File: src/rtl/imm_gen_pkg.sv
// Shared definitions for the pipelined immediate generator: opcodes,
// immediate-format encodings, buffer occupancy states and XLEN helpers.
package imm_gen_pkg;

  typedef enum logic [2:0] {
    IMM_NONE = 3'd0,
    IMM_I    = 3'd1,
    IMM_S    = 3'd2,
    IMM_B    = 3'd3,
    IMM_U    = 3'd4,
    IMM_J    = 3'd5,
    IMM_Z    = 3'd6
  } imm_type_e;

  typedef enum logic [1:0] {
    BUF_EMPTY = 2'd0,
    BUF_ONE   = 2'd1,
    BUF_FULL  = 2'd2
  } buf_state_e;

  localparam logic [6:0] OPC_LOAD     = 7'b0000011;
  localparam logic [6:0] OPC_OPIMM    = 7'b0010011;
  localparam logic [6:0] OPC_JALR     = 7'b1100111;
  localparam logic [6:0] OPC_OPIMM32  = 7'b0011011;
  localparam logic [6:0] OPC_STORE    = 7'b0100011;
  localparam logic [6:0] OPC_BRANCH   = 7'b1100011;
  localparam logic [6:0] OPC_LUI      = 7'b0110111;
  localparam logic [6:0] OPC_AUIPC    = 7'b0010111;
  localparam logic [6:0] OPC_JAL      = 7'b1101111;
  localparam logic [6:0] OPC_SYSTEM   = 7'b1110011;
  localparam logic [6:0] OPC_OP       = 7'b0110011;
  localparam logic [6:0] OPC_OP32     = 7'b0111011;
  localparam logic [6:0] OPC_FENCE    = 7'b0001111;

  function automatic logic xlen_supported(input int unsigned xlen);
    return (xlen == 32'd32) || (xlen == 32'd64);
  endfunction

  function automatic logic is_rv64(input int unsigned xlen);
    return (xlen == 32'd64);
  endfunction

endpackage

File: src/rtl/imm_decode.sv
// Combinational immediate decode: instruction word -> extended immediate,
// format, illegal flag and whether a PC-relative target is produced.
module imm_decode
  import imm_gen_pkg::*;
#(
  parameter int unsigned XLEN = 32
) (
  input  logic [31:0]     instr_i,
  output logic [XLEN-1:0] imm_o,
  output imm_type_e       type_o,
  output logic            illegal_o,
  output logic            pc_rel_o
);

  localparam logic RV64 = is_rv64(XLEN);

  logic [6:0]  opcode_s;
  logic [2:0]  funct3_s;
  logic [31:0] raw_s;
  logic [31:0] i_imm_s;
  logic [31:0] s_imm_s;
  logic [31:0] b_imm_s;
  logic [31:0] u_imm_s;
  logic [31:0] j_imm_s;

  assign opcode_s = instr_i[6:0];
  assign funct3_s = instr_i[14:12];

  assign i_imm_s = {{20{instr_i[31]}}, instr_i[31:20]};
  assign s_imm_s = {{20{instr_i[31]}}, instr_i[31:25], instr_i[11:7]};
  assign b_imm_s = {{19{instr_i[31]}}, instr_i[31], instr_i[7], instr_i[30:25],
                    instr_i[11:8], 1'b0};
  assign u_imm_s = {instr_i[31:12], 12'd0};
  assign j_imm_s = {{11{instr_i[31]}}, instr_i[31], instr_i[19:12], instr_i[20],
                    instr_i[30:21], 1'b0};

  // Format selection; zero-extended CSR fields are built with a clear bit 31
  // so the common sign extension below leaves them zero-extended.
  always_comb begin
    raw_s     = 32'd0;
    type_o    = IMM_NONE;
    illegal_o = 1'b0;
    pc_rel_o  = 1'b0;
    case (opcode_s)
      OPC_LOAD, OPC_JALR: begin
        type_o = IMM_I;
        raw_s  = i_imm_s;
      end
      OPC_OPIMM: begin
        if (!RV64 && ((funct3_s == 3'd1) || (funct3_s == 3'd5)) && instr_i[25]) begin
          illegal_o = 1'b1;
        end else begin
          type_o = IMM_I;
          raw_s  = i_imm_s;
        end
      end
      OPC_OPIMM32: begin
        if (RV64) begin
          type_o = IMM_I;
          raw_s  = i_imm_s;
        end else begin
          illegal_o = 1'b1;
        end
      end
      OPC_STORE: begin
        type_o = IMM_S;
        raw_s  = s_imm_s;
      end
      OPC_BRANCH: begin
        type_o   = IMM_B;
        raw_s    = b_imm_s;
        pc_rel_o = 1'b1;
      end
      OPC_LUI: begin
        type_o = IMM_U;
        raw_s  = u_imm_s;
      end
      OPC_AUIPC: begin
        type_o   = IMM_U;
        raw_s    = u_imm_s;
        pc_rel_o = 1'b1;
      end
      OPC_JAL: begin
        type_o   = IMM_J;
        raw_s    = j_imm_s;
        pc_rel_o = 1'b1;
      end
      OPC_SYSTEM: begin
        if (funct3_s[2]) begin
          type_o = IMM_Z;
          raw_s  = {27'd0, instr_i[19:15]};
        end else if (funct3_s != 3'd0) begin
          type_o = IMM_I;
          raw_s  = {20'd0, instr_i[31:20]};
        end else begin
          type_o = IMM_NONE;
        end
      end
      OPC_OP, OPC_FENCE: begin
        type_o = IMM_NONE;
      end
      OPC_OP32: begin
        if (RV64) begin
          type_o = IMM_NONE;
        end else begin
          illegal_o = 1'b1;
        end
      end
      default: begin
        illegal_o = 1'b1;
      end
    endcase
  end

  assign imm_o = XLEN'({{32{raw_s[31]}}, raw_s});

endmodule

File: src/rtl/imm_gen_pipe.sv
// Registered immediate generator with a 2-entry skid buffer (main/skid) and a
// saturating illegal-instruction counter.
module imm_gen_pipe
  import imm_gen_pkg::*;
#(
  parameter int unsigned XLEN  = 32,
  parameter int unsigned CNT_W = 16
) (
  input  logic             clk,
  input  logic             rst_n,
  input  logic             in_valid_i,
  output logic             in_ready_o,
  input  logic [31:0]      in_instr_i,
  input  logic [XLEN-1:0]  in_pc_i,
  output logic             out_valid_o,
  input  logic             out_ready_i,
  output logic [31:0]      out_instr_o,
  output logic [XLEN-1:0]  out_pc_o,
  output logic [XLEN-1:0]  out_imm_o,
  output logic [2:0]       out_type_o,
  output logic [XLEN-1:0]  out_target_o,
  output logic             out_illegal_o,
  output logic [CNT_W-1:0] illegal_cnt_o
);

  // Entry layout, LSB first: illegal, target, type, imm, pc, instr.
  localparam int unsigned TGT_LO   = 1;
  localparam int unsigned TYPE_LO  = TGT_LO + XLEN;
  localparam int unsigned IMM_LO   = TYPE_LO + 3;
  localparam int unsigned PC_LO    = IMM_LO + XLEN;
  localparam int unsigned INSTR_LO = PC_LO + XLEN;
  localparam int unsigned EW       = INSTR_LO + 32;

  logic [XLEN-1:0]  dec_imm_s;
  imm_type_e        dec_type_s;
  logic             dec_illegal_s;
  logic             dec_pc_rel_s;
  logic [XLEN-1:0]  target_s;
  logic [EW-1:0]    entry_s;
  logic             accept_s;
  logic             pop_s;

  buf_state_e       state_q, state_d;
  logic [EW-1:0]    main_q, main_d;
  logic [EW-1:0]    skid_q, skid_d;
  logic             out_valid_q;
  logic             in_ready_q;
  logic [CNT_W-1:0] cnt_q, cnt_d;

  imm_decode #(
    .XLEN(XLEN)
  ) u_decode (
    .instr_i  (in_instr_i),
    .imm_o    (dec_imm_s),
    .type_o   (dec_type_s),
    .illegal_o(dec_illegal_s),
    .pc_rel_o (dec_pc_rel_s)
  );

  assign target_s = dec_pc_rel_s ? (in_pc_i + dec_imm_s) : {XLEN{1'b0}};
  assign entry_s  = {in_instr_i, in_pc_i, dec_imm_s, dec_type_s, target_s, dec_illegal_s};

  assign accept_s = in_valid_i & in_ready_q;
  assign pop_s    = out_valid_q & out_ready_i;

  // Occupancy next-state and entry movement; FULL never sees an accept
  // because in_ready is low there.
  always_comb begin
    state_d = state_q;
    main_d  = main_q;
    skid_d  = skid_q;
    case (state_q)
      BUF_EMPTY: begin
        if (accept_s) begin
          main_d  = entry_s;
          state_d = BUF_ONE;
        end else begin
          state_d = BUF_EMPTY;
        end
      end
      BUF_ONE: begin
        if (accept_s && pop_s) begin
          main_d  = entry_s;
          state_d = BUF_ONE;
        end else if (accept_s) begin
          skid_d  = entry_s;
          state_d = BUF_FULL;
        end else if (pop_s) begin
          state_d = BUF_EMPTY;
        end else begin
          state_d = BUF_ONE;
        end
      end
      BUF_FULL: begin
        if (pop_s) begin
          main_d  = skid_q;
          state_d = BUF_ONE;
        end else begin
          state_d = BUF_FULL;
        end
      end
      default: begin
        state_d = BUF_EMPTY;
      end
    endcase
  end

  // Saturating illegal count; holds at all-ones.
  always_comb begin
    cnt_d = cnt_q;
    if (accept_s && dec_illegal_s && !(&cnt_q)) begin
      cnt_d = cnt_q + CNT_W'(1);
    end else begin
      cnt_d = cnt_q;
    end
  end

  // State, buffer and handshake registers; flags are derived from the
  // next state so in_ready and out_valid stay registered.
  always_ff @(posedge clk or negedge rst_n) begin
    if (!rst_n) begin
      state_q     <= BUF_EMPTY;
      main_q      <= {EW{1'b0}};
      skid_q      <= {EW{1'b0}};
      out_valid_q <= 1'b0;
      in_ready_q  <= 1'b1;
      cnt_q       <= {CNT_W{1'b0}};
    end else begin
      state_q     <= state_d;
      main_q      <= main_d;
      skid_q      <= skid_d;
      out_valid_q <= (state_d != BUF_EMPTY);
      in_ready_q  <= (state_d != BUF_FULL);
      cnt_q       <= cnt_d;
    end
  end

  assign in_ready_o    = in_ready_q;
  assign out_valid_o   = out_valid_q;
  assign out_illegal_o = main_q[0];
  assign out_target_o  = main_q[TYPE_LO-1:TGT_LO];
  assign out_type_o    = main_q[IMM_LO-1:TYPE_LO];
  assign out_imm_o     = main_q[PC_LO-1:IMM_LO];
  assign out_pc_o      = main_q[INSTR_LO-1:PC_LO];
  assign out_instr_o   = main_q[EW-1:INSTR_LO];
  assign illegal_cnt_o = cnt_q;

endmodule
File: config.mk
export PLATFORM = sky130hd
export DESIGN_NAME = imm_gen_pipe
export DESIGN_NICKNAME = d
export VERILOG_FILES = /design/src/rtl/imm_gen_pkg.sv /design/src/rtl/imm_decode.sv /design/src/rtl/imm_gen_pipe.sv
export SDC_FILE = /design/constraint.sdc
export NUM_CORES = 1
export LEC_CHECK = 0
export BUFFER_PORTS_ARGS = -buffer_cell sky130_fd_sc_hd__clkbuf_2
export CAP_MARGIN = 40
export CORE_UTILIZATION = 40
export CTS_BUF_LIST = sky130_fd_sc_hd__clkbuf_8
export CTS_CLUSTER_DIAMETER = 30
export CTS_CLUSTER_SIZE = 8
export DETAILED_ROUTE_END_ITERATION = 10
export PLACE_DENSITY = 0.59
export SLEW_MARGIN = 30
export SYNTH_ARGS = -nofsm -noshare
export SYNTH_HDL_FRONTEND = slang
export SYNTH_SLANG_ARGS = --single-unit
export TNS_END_PERCENT = 50
File: constraint.sdc
create_clock -name clk -period 2.22 [get_ports clk]
set_clock_uncertainty 0.05 [all_clocks]
set_input_delay 0.222 -clock clk [delete_from_list [all_inputs] [get_ports clk]]
set_output_delay 0.222 -clock clk [all_outputs]
set_load 0.02 [all_outputs]
==> qor.txt <==
Seq pwr share -> 33.9%
clock buffer depth -> 3
clock root buffer master -> clkbuf_8
slowest library cell on the worst path -> or2_2
post-synthesis sequential area ratio -> 50.4%
commonest cells after routing, fill and taps aside -> nand2_1 (512), dfrtp_1 (283), buf_4 (253)
Critical Path, Cell by Cell -> buf_6 > buf_8 > nand4b_1 > o41ai_4 > a22o_4 > or2_2 > a222oi_1 > buf_4 > inv_1 > ha_1 > a21o_1 > a21oi_1 > nand2_2 > a2111oi_4 > buf_6 > nor2_4 > xnor2_2 > or3_1 > a21oi_2
I/O pin count -> 218
most used flip-flop cell after synthesis -> dfrtp_1
cell row count -> 68
max_cap viols -> 0
Int Pwr -> 0.0150 W
switching part of the total -> 39.4%
H-Tree Depth -> 3
Non-Filler Instances -> 2,703
core box area -> 34,600 um^2
PnR worst setup slack -> -1.13 ns
min cycle time layout -> 3.35 ns
DR pass1 iterations -> 5
hold_ws -> -0.000763 ns
Worst-Margin Slew -> 0.615 ns
ys async rst share -> 100%
type of origin of the critical path -> primary input
first-pass GRT wire length -> 74,100 um
PwrDens -> 1190 nW/um^2
Initial DRC Count -> 813
power share of the clock group -> 28.2%
Diodes inserted -> 0
WP buf/inv -> 5
largest net degree at the start of global routing -> 94
Synth Instances -> 1,649
Critical Path RT -> 2.70 ns
syn nets -> 1,752
Layout area overhead -> 46.9%
CTS buffer count -> 71
crit-path most repeated cell -> buf_6
Final Hold Fails -> 1
Distinct cells, synth -> 72
GR Util All Layers -> 26.6%
Die ar. -> 36,000 um^2
EDFF count, synth -> 0
die height -> 190 um
Leak -> 10.6 nW
Final HPWL DP -> 33,100 um
Port-buffer cells -> 217
violated checks -> negative hold slack, negative setup slack
VDD IR max -> 0.809 mV
RSZ-0062 raised after global routing -> yes
post-DR wirelength/cell -> 17.7 um
Die W -> 190 um
RD Place Congestion -> 0.895
vias per cell -> 5.16
drt drc -> 0
initial antenna violation count -> 0
CP Capture Type -> flop
Final period util -> 151%
Hold Path Class -> primary input to flop
Yosys Warn Count -> 0
logic gate share of total power -> 37.9%
Antenna Nets Post-Route -> 0
crit-path max cell delay -> 0.35 ns
routed wire length -> 48,000 um
final setup fails -> 61
final-report max-slew violation count -> 0
Util after Layout -> 59.8%
most common cell after layout, fill and taps aside -> nand2_1
arrival time of the worst setup path -> 3.83 ns
Switch Pwr -> 0.00974 W
CP Max Fanout -> 7
routed via count -> 13,900
Achievable Freq -> 298 MHz
slew margin rel. -> 58.7%
vias in the first global route -> 13,700
Crit path max-delay family -> compound AO/OA/AOI/OAI gates
Initial Util -> 40.7%
Post-layout nets -> 2,294
Syn Area/Cell -> 8.55 um^2
CTS Sinks -> 284
CTS tree -> built
share of cells above drive strength 1 -> 32.4%
crit path kind -> primary input to flop
clock slew at reported path FFs -> 0.05 ns
fill count -> 3,022
synthesized flop and latch total -> 284
status -> complete, but fails checks
Overflow after GRT -> 0
worst skew pair latency -> 0.60 ns
Inst Count DP -> 2,483
Synth Cell Area -> 14,100 um^2
worst min-delay path, cell delays in order:
cell and delay (ns):
clkbuf_2 0.12, o21ai_2 0.08, buf_4 0.11, o21ai_0 0.07
layer usage:
metal  GRT usage (%)  vias to the layer above  part of all wire [%]
met5               0                        -                     0
met3            4.93                       84                   5.2
met2            44.6                      427                    49
met1            33.6                     6738                    43
met4            11.5                        0                   3.1
li1                -                     6687                     -
sequential cells by signal, summed over array words and instances, names as in the netlist:
signal         flops
illegal_cnt_o     16
skid_q           132
state_q            2
in_ready_o         1
main_q           132
out_valid_o        1
cells in the mapped netlist (all sizes together) (5+ instances only):
cell type    n  area share (%)
nand3       26            0.92
mux2i       24             1.7
o31ai        8            0.46
a221oi       6            0.37
nand4        8            0.35
nor3         7            0.25
nor2       158             4.2
o211ai       5            0.27
dfrtp      283              50
a21o        29             1.5
clkbuf      89             2.7
nand2      517              14
inv         26            0.69
and2         6            0.28
xor2        13            0.81
ha          34             3.0
nor2b        6            0.27
and3        19            0.84
xnor2       30             1.9
nand2b       9            0.40
a222oi       5            0.35
a21oi       95             3.4
a31oi       76             3.4
buf         11            0.37
o21ai       94             3.3
o21a         7            0.37
path summary, 6_finish.rpt:
path	from	end	slack, ns	cells after the start
setup / recovery	in_instr_i[2]	main_q[23]$_DFFE_PN0P_	-1.13	19
hold / removal	in_instr_i[28]	skid_q[44]$_DFFE_PN0P_	-0.0008	4
setup reg to reg	in_ready_o$_DFF_PN1_	main_q[101]$_DFFE_PN0P_	0.04	10
hold reg to reg	skid_q[26]$_DFFE_PN0P_	skid_q[26]$_DFFE_PN0P_	0.42	2
max in group asynchronous	rst_n	main_q[42]$_DFFE_PN0P_	1.17	3
min in group asynchronous	rst_n	main_q[110]$_DFFE_PN0P_	0.09	2
power by group through the flow:
| stage | registers, W | logic, W | clock network, W |
|---|---|---|---|
| after global placement | 0.00836 | 0.00890 | 0 |
| final | 0.00837 | 0.00936 | 0.00697 |
| after floorplan | 0.00957 | 0.00400 | 0 |
| after CTS | 0.00835 | 0.00927 | 0.00710 |
| after detailed placement | 0.00841 | 0.00906 | 0 |
| after global routing | 0.00857 | 0.0102 | 0.00740 |
final cells by class:
cell class	instances	area, um^2	share of cell area, %
multi-input cells	1240	7130	34.4
clock buffers	86	1180	5.71
inverters	26	97.6	0.471
repair buffers	568	4220	20.4
flip-flops and latches	284	7110	34.3
well taps	455	569	2.75
clock inverters	44	412	1.99
logic make-up after synthesis:
kind of cell | share of synthesized area (%)
multiplexers | 1.86
AND/OR/NAND/NOR | 22.5
flip-flops | 50.4
AO/OA/AOI/OAI | 15.7
buffers and inverters | 3.73
adder cells (fa/ha/maj) | 3.16
XOR/XNOR | 2.67
repair_timing:
| item | CTS | global route |
|---|---|---|
| hold endpoints to repair | 236 | 0 |
| gates resized for setup | 82 | 80 |
| pin swaps | 26 | 39 |
| hold buffers | 64 | 0 |
| setup endpoints to repair | 62 | 108 |
| gates cloned | 0 | 1 |
| buffers inserted | 12 | 13 |
per-stage QoR:
step                      setup TNS (ns)  setup slack, ns  hold WS [ns]  power (W)  area, um^2
after floorplan                   -68.22            -1.47        -0.124     0.0136       14100
after global placement           -100.24            -1.79         0.170     0.0173       17600
after detailed placement         -106.71            -1.91         0.161     0.0175       17600
after CTS                         -45.50            -1.01        0.0115     0.0247       20200
after global routing              -57.41            -1.24        0.0129     0.0262       20700
final                             -49.46            -1.13     -0.000763     0.0247       20700
Power figures use the tool's default switching activity.
